===== src/rtl/btn_pkg.sv =====
// Shared types and default timing constants for the push-button debouncer.
package btn_pkg;

  typedef enum logic [1:0] {
    IDLE         = 2'd0,
    PRESS_WAIT   = 2'd1,
    PRESSED      = 2'd2,
    RELEASE_WAIT = 2'd3
  } btn_state_t;

  // 10 ms debounce and 1 s long-press at a 100 MHz mainclk
  localparam int unsigned DEBOUNCE_10MS_100MHZ = 1000000;
  localparam int unsigned LONG_1S_100MHZ       = 100000000;

endpackage


===== src/rtl/btn_debounce_chan.sv =====
// One button channel: 2-flop synchronizer, debounce FSM and press/release/long pulses.
module btn_debounce_chan
  import btn_pkg::*;
#(
  parameter int unsigned DEBOUNCE_CYCLES   = DEBOUNCE_10MS_100MHZ,
  parameter int unsigned LONG_PRESS_CYCLES = LONG_1S_100MHZ
) (
  input  logic mainclk,
  input  logic rst_n,
  input  logic btn_raw,
  output logic btn_level,
  output logic btn_press,
  output logic btn_release,
  output logic btn_long
);

  localparam int unsigned CNT_W  = $clog2(DEBOUNCE_CYCLES);
  localparam int unsigned HOLD_W = $clog2(LONG_PRESS_CYCLES + 1);

  localparam logic [CNT_W-1:0]  CNT_LAST  = CNT_W'(DEBOUNCE_CYCLES - 1);
  localparam logic [HOLD_W-1:0] HOLD_FIRE = HOLD_W'(LONG_PRESS_CYCLES - 1);
  localparam logic [HOLD_W-1:0] HOLD_SAT  = HOLD_W'(LONG_PRESS_CYCLES);

  logic              sync1, sync2;
  btn_state_t        state_q, state_d;
  logic [CNT_W-1:0]  cnt_q, cnt_d;
  logic [HOLD_W-1:0] hold_q, hold_d;
  logic              level_q, level_d;
  logic              press_q, press_d;
  logic              release_q, release_d;
  logic              long_q, long_d;

  // Metastability guard for the asynchronous pin
  always_ff @(posedge mainclk or negedge rst_n) begin
    if (!rst_n) begin
      sync1 <= 1'b0;
      sync2 <= 1'b0;
    end else begin
      sync1 <= btn_raw;
      sync2 <= sync1;
    end
  end

  always_ff @(posedge mainclk or negedge rst_n) begin
    if (!rst_n) begin
      state_q   <= IDLE;
      cnt_q     <= '0;
      hold_q    <= '0;
      level_q   <= 1'b0;
      press_q   <= 1'b0;
      release_q <= 1'b0;
      long_q    <= 1'b0;
    end else begin
      state_q   <= state_d;
      cnt_q     <= cnt_d;
      hold_q    <= hold_d;
      level_q   <= level_d;
      press_q   <= press_d;
      release_q <= release_d;
      long_q    <= long_d;
    end
  end

  // Hold counter saturates at LONG_PRESS_CYCLES so btn_long fires once per press
  always_comb begin
    state_d   = state_q;
    cnt_d     = cnt_q;
    hold_d    = hold_q;
    level_d   = level_q;
    press_d   = 1'b0;
    release_d = 1'b0;
    long_d    = 1'b0;
    case (state_q)
      IDLE: begin
        if (sync2) begin
          state_d = PRESS_WAIT;
          cnt_d   = '0;
        end
      end
      PRESS_WAIT: begin
        if (!sync2) begin
          state_d = IDLE;
        end else if (cnt_q == CNT_LAST) begin
          state_d = PRESSED;
          level_d = 1'b1;
          press_d = 1'b1;
          hold_d  = '0;
        end else begin
          cnt_d = cnt_q + CNT_W'(1);
        end
      end
      PRESSED: begin
        if (!sync2) begin
          state_d = RELEASE_WAIT;
          cnt_d   = '0;
        end else if (hold_q == HOLD_FIRE) begin
          hold_d = HOLD_SAT;
          long_d = 1'b1;
        end else if (hold_q != HOLD_SAT) begin
          hold_d = hold_q + HOLD_W'(1);
        end
      end
      RELEASE_WAIT: begin
        if (sync2) begin
          state_d = PRESSED;
        end else if (cnt_q == CNT_LAST) begin
          state_d   = IDLE;
          level_d   = 1'b0;
          release_d = 1'b1;
        end else begin
          cnt_d = cnt_q + CNT_W'(1);
        end
      end
      default: state_d = IDLE;
    endcase
  end

  assign btn_level   = level_q;
  assign btn_press   = press_q;
  assign btn_release = release_q;
  assign btn_long    = long_q;

endmodule


===== src/rtl/btn_debounce.sv =====
// Debounces NUM_BTNS independent push-buttons into clean levels and single-cycle events.
module btn_debounce
  import btn_pkg::*;
#(
  parameter int unsigned NUM_BTNS          = 4,
  parameter int unsigned DEBOUNCE_CYCLES   = DEBOUNCE_10MS_100MHZ,
  parameter int unsigned LONG_PRESS_CYCLES = LONG_1S_100MHZ
) (
  input  logic                mainclk,
  input  logic                rst_n,
  input  logic [NUM_BTNS-1:0] btn_raw,
  output logic [NUM_BTNS-1:0] btn_level,
  output logic [NUM_BTNS-1:0] btn_press,
  output logic [NUM_BTNS-1:0] btn_release,
  output logic [NUM_BTNS-1:0] btn_long
);

  for (genvar i = 0; i < NUM_BTNS; i++) begin : g_chan
    btn_debounce_chan #(
      .DEBOUNCE_CYCLES  (DEBOUNCE_CYCLES),
      .LONG_PRESS_CYCLES(LONG_PRESS_CYCLES)
    ) u_chan (
      .mainclk    (mainclk),
      .rst_n      (rst_n),
      .btn_raw    (btn_raw[i]),
      .btn_level  (btn_level[i]),
      .btn_press  (btn_press[i]),
      .btn_release(btn_release[i]),
      .btn_long   (btn_long[i])
    );
  end

endmodule


===== config.mk =====
export PLATFORM = sky130hd
export DESIGN_NAME = btn_debounce
export DESIGN_NICKNAME = d
export VERILOG_FILES = /design/src/rtl/btn_pkg.sv /design/src/rtl/btn_debounce_chan.sv /design/src/rtl/btn_debounce.sv
export SDC_FILE = /design/constraint.sdc
export NUM_CORES = 1
export LEC_CHECK = 0
export CAP_MARGIN = 5
export CORE_ASPECT_RATIO = 1.2
export CORE_UTILIZATION = 30
export DETAILED_ROUTE_END_ITERATION = 12
export GPL_ROUTABILITY_DRIVEN = 0
export GPL_TIMING_DRIVEN = 0
export MAX_ROUTING_LAYER = met4
export PLACE_DENSITY = 0.43
export SLEW_MARGIN = 15
export SYNTH_ARGS = -nofsm -noshare
export SYNTH_HDL_FRONTEND = slang
export SYNTH_SLANG_ARGS = --single-unit

===== constraint.sdc =====
create_clock -name mainclk -period 3.5 [get_ports mainclk]
set_input_delay 0.525 -clock mainclk [delete_from_list [all_inputs] [get_ports mainclk]]
set_output_delay 0.525 -clock mainclk [all_outputs]
set_load 0.005 [all_outputs]

---- Word-level counts from Yosys, hierarchy flattened ----
Index checks and enable logic that the tools add are counted.
operators by class
  multiplexer cells ....................... 128
  reductions and logical operators ........ 28
  $add $sub $neg .......................... 8
  equality and inequality tests ........... 64
operator list
  operator                                        count
  2-to-1 mux 27 bit                               20
  2-to-1 mux 20 bit                               20
  case mux 20 bit (4 select lines)                4
  case mux 27 bit (2 select lines)                4
  adder 27 x 1 -> 27 bit (second input constant)  4
  == test 27 bit (second input constant)          4
  != test 27 bit (second input constant)          4
  adder 20 x 1 -> 20 bit (second input constant)  4
  == test 20 bit (second input constant)          4
  2-to-1 mux 1 bit                                48
  2-to-1 mux 2 bit                                24
  != test 2 x 1 -> 1 bit (second input constant)  20
  AND reduction 5 bit                             8
  case mux 2 bit (4 select lines)                 4
  AND reduction 4 bit                             8
  != test 3 x 1 -> 1 bit (second input constant)  8
  == test 2 bit (second input constant)           8
  != test 2 bit (second input constant)           8
  nonzero test 2 bit                              8
  != test 3 bit (second input constant)           4
  == test 2 x 1 -> 1 bit (second input constant)  4
  logical NOT 2 bit                               4
  case mux 1 bit (2 select lines)                 4
storage, ports and cells
  logic and storage cells ................. 264
  register bits after elaboration ......... 220
  output and inout bits ................... 16

---- Longest topological paths before layout ----
  depth after elaboration ................. 5
  mapped depth ............................ 10

---- Modules after synthesis ----
A second synthesis with hierarchy kept.
second synthesis, totals
  cell total of the unflattened synthesis .. 1418
  area total of the unflattened synthesis .. 12690.9 um^2
modules (own cells, without submodules)
  module                                     area an instance (um^2)  cells an instance  instances
  btn_debounce_chan at g_chan[0].u_chan ...  3168.0                   352                3
  btn_debounce_chan at g_chan[3].u_chan      3186.8                   362                1

---- Worst setup path after synthesis ----
OpenSTA, ideal clock, no wires.
  path kind ............................... flip-flop to flip-flop
  start ................................... register g_chan[2].u_chan.cnt_q[0]
  end ..................................... register g_chan[2].u_chan.hold_q[22]
  path buffers ............................ 1
  setup time .............................. 151 ps
  stages on the path, launching flop included .. 9
  path slack .............................. 1055 ps
  data arrival time ....................... 2294 ps
  cells stage by stage .................... dfrtp_1 -> ha_1 -> nand3_1 -> or4_4 -> nor4_4 -> nor2_2 -> buf_2 -> o21ai_0 -> o31ai_1
on the way
  longest elaborated chain between the ends .. 3
RTL lines
  what                                     RTL line                 RTL
  start: declaration                       btn_debounce_chan.sv:26  logic [CNT_W-1:0] cnt_q, cnt_d;
  start signal: assignment                 btn_debounce_chan.sv:55  cnt_q <= cnt_d;
  == test 20 bit                           btn_debounce_chan.sv:83  end else if (cnt_q == CNT_LAST) begin
  != test 2 x 1 -> 1 bit (no source line)  n/a
  AND reduction 5 bit (no source line)     n/a
  end signal: assignment                   btn_debounce_chan.sv:56  hold_q <= hold_d;
  end: declaration                         btn_debounce_chan.sv:27  logic [HOLD_W-1:0] hold_q, hold_d;
Every way passes these cells.
A chain may end at the register's enable or synchronous reset.

---- Worst setup path after layout ----
Same ends and word-level chain as after synthesis.

==> results.cfg <==
[placement]
io_buffers = 21
dpl.hpwl_um = 21500
place_inst = 1948
dpl_worst_slack_ns = 0.511

[clocking]
cts_buffer_depth = 3
clk_latency_ns = 0.56
cts_tree = done
cts.sinks = 220
cts_buffers = 27
post_cts_resized = 0
cts_setup_buffers = 0
cts.reportedPaths.clkPinSlew_ns = 0.06
cts-hold-fix-buffers = 1
root_buffer = clkbuf_16
htree_levels = 1

[pwr]
p_leak_nw = 5.68
power_density_mw_per_mm2 = 438
ir_drop_v = 0.000317

[timing]
fmax_mhz = 330
hold_violations = 0
fin_ws_ns = 0.467
slew_violations = 0
whs_ns = 0.347
relSlewSlack = 0.215
tightest_slew_ns = 1.17
fin_setup_tns_ns = 0
finalSetupViolCount = 0
skew_ns = 0.0113
fin_crit_sh = 0.867
grt_setup_unrepaired = false
finalCriticalPeriod_ns = 3.03

[setup_path]
r2r_cells = 8
worst-setup-path-type = flop to flop
reg2reg_from = g_chan[2].u_chan.cnt_q[0]
setup.worst_path.end_class = flop
worstSetupStartpoint = g_chan[2].u_chan.cnt_q[0]
startpoint_type = flop
cp.arrival_ns = 3.43
worstPathRequired_ns = 3.90
crit_fanout = 10

[synthesis]
ys_seq_elements = 220
synth_edf_count = 0
synthArstFlopShare = 1.00
synth_nets = 1414
synthDistinctLibCells = 77
yosysSeqAreaShare = 0.447
synth_area_mm2 = 0.0123
synth_ff_type = dfrtp_1
avgSynthCellArea_um2 = 8.85
synthCells = 1392
yosys_warnings = 0

[detailed_routing]
ant_nets = 0
dr_total_vias = 10400
drtPass1Iterations = 5
wl_per_cell_um = 15.9
routed_via_density = 5.21
drc = 0
wl_um = 31800
drtIter0Drc = 455

[layout]
layout_commonest_cell = dfrtp_1
layout_common_cells = dfrtp_1, nand2_1, nor2_1
area_growth_pct = 14.8
diodes = 0
stdcell_count = 1999
nets = 1467
final_util = 0.352
drive_above_1_share = 0.0757

[grt]
gr-usage-all-layers = 0.161
grt_overflow_total = 0
antenna_found_initial = 0
grt_pass1_vias = 10500
grt_pass1_wl_um = 54700
grt_max_degree = 93

[run]
cap_violations = 0

[floorplanning]
io_pins = 22
start_util = 0.307
fp.dieArea_mm2 = 0.0419
rows = 80
die_h_um = 224
die_w_um = 187
design.core.area_mm2 = 0.0401

[worst_hold_path]
hp-class = flop to flop
worstHoldStart = g_chan[1].u_chan.sync1
worstHoldPathCells = 0

[outcome]
status = finished, final reports clean
[metrics by stage]
step,power [mW],cell area [um^2]
floorplan,3.20,12300
detailed placement,3.49,13300
global route,6.53,14100
global placement,3.48,13200
finish,6.20,14100
CTS,6.34,14100
[synthesized netlist by cell type (22+ instances only)]
cell | instances | area (um^2)
nor3_1 | 46 | 230
a31oi_1 | 23 | 144
clkbuf_1 | 32 | 120
nor4_1 | 22 | 138
dfrtp_1 | 220 | 5510
nand2_1 | 172 | 646
o31ai_1 | 27 | 203
or3_1 | 22 | 138
and3_1 | 31 | 194
inv_1 | 42 | 158
xor2_1 | 33 | 289
nor2_1 | 121 | 454
and2_1 | 22 | 138
o21ai_0 | 106 | 531
a21oi_1 | 52 | 260
nand4_1 | 45 | 282
nand3_1 | 104 | 521
[kinds of logic after synthesis]
logic type | count (synthesis) | share of synthesized area
AOI/OAI and AO/OA | 304 | 0.160
and+or+nand+nor | 685 | 0.291
buffers and inverters | 106 | 0.0409
muxes | 12 | 0.0101
adders and majority gates | 16 | 0.0162
DFF | 220 | 0.447
xor gates and xnor gates | 49 | 0.0348
[final timing paths]
kind	slack, ns	end
max	0.47	g_chan[2].u_chan.hold_q[22]
min	0.35	g_chan[1].u_chan.sync2
max reg2reg	0.47	g_chan[2].u_chan.hold_q[22]
min reg2reg	0.35	g_chan[1].u_chan.sync2
max in group asynchronous	2.22	g_chan[1].u_chan.cnt_q[9]
min in group asynchronous	0.45	g_chan[3].u_chan.hold_q[17]
[registers in the layout (all words and copies together) (netlist names), named ones only]
signal,cells
g_chan.u_chan.btn_release,4
g_chan.u_chan.sync1,4
g_chan.u_chan.btn_level,4
g_chan.u_chan.sync2,4
g_chan.u_chan.hold_q,108
g_chan.u_chan.cnt_q,80
g_chan.u_chan.btn_press,4
g_chan.u_chan.state_q,4
g_chan.u_chan.btn_long,4
[final cells by class]
| type | instances | area [um^2] |
|---|---|---|
| clock buffer | 39 | 781 |
| timing repair buffer | 24 | 280 |
| inverter | 44 | 165 |
| tap | 533 | 667 |
| fill | 4136 | 26000 |
| sequential | 220 | 5510 |
| buffer | 62 | 339 |
| multi-input combinational | 1066 | 6310 |
| clock inverter | 11 | 91.3 |
[report_power, final]
group	total, mW	switching (mW)	internal, mW
Combinational	0.780	0.526	0.254
Clock	2.77	1.15	1.62
Sequential	2.65	0.0550	2.59
[per-layer routing]
| layer | wire length (um) | global-route usage | part of all wire | vias up |
|---|---|---|---|---|
| met2 | 15300 | 0.270 | 0.48 | 101 |
| li1 | - | - | - | 5217 |
| met4 | 544 | 0.0415 | 0.017 | 0 |
| met5 | 0 | - | 0 | - |
| met1 | 15100 | 0.204 | 0.48 | 5071 |
| met3 | 874 | 0.0199 | 0.027 | 34 |
[worst max-delay path, stage by stage, from the launching register on]
cell	delay, ns
dfrtp_1	0.42
ha_1	0.23
nand3_1	0.16
or4_4	0.62
nor4_4	0.62
nor2_2	0.24
buf_2	0.27
o21ai_0	0.21
o31ai_1	0.09
(Power assumes the default switching activity.)
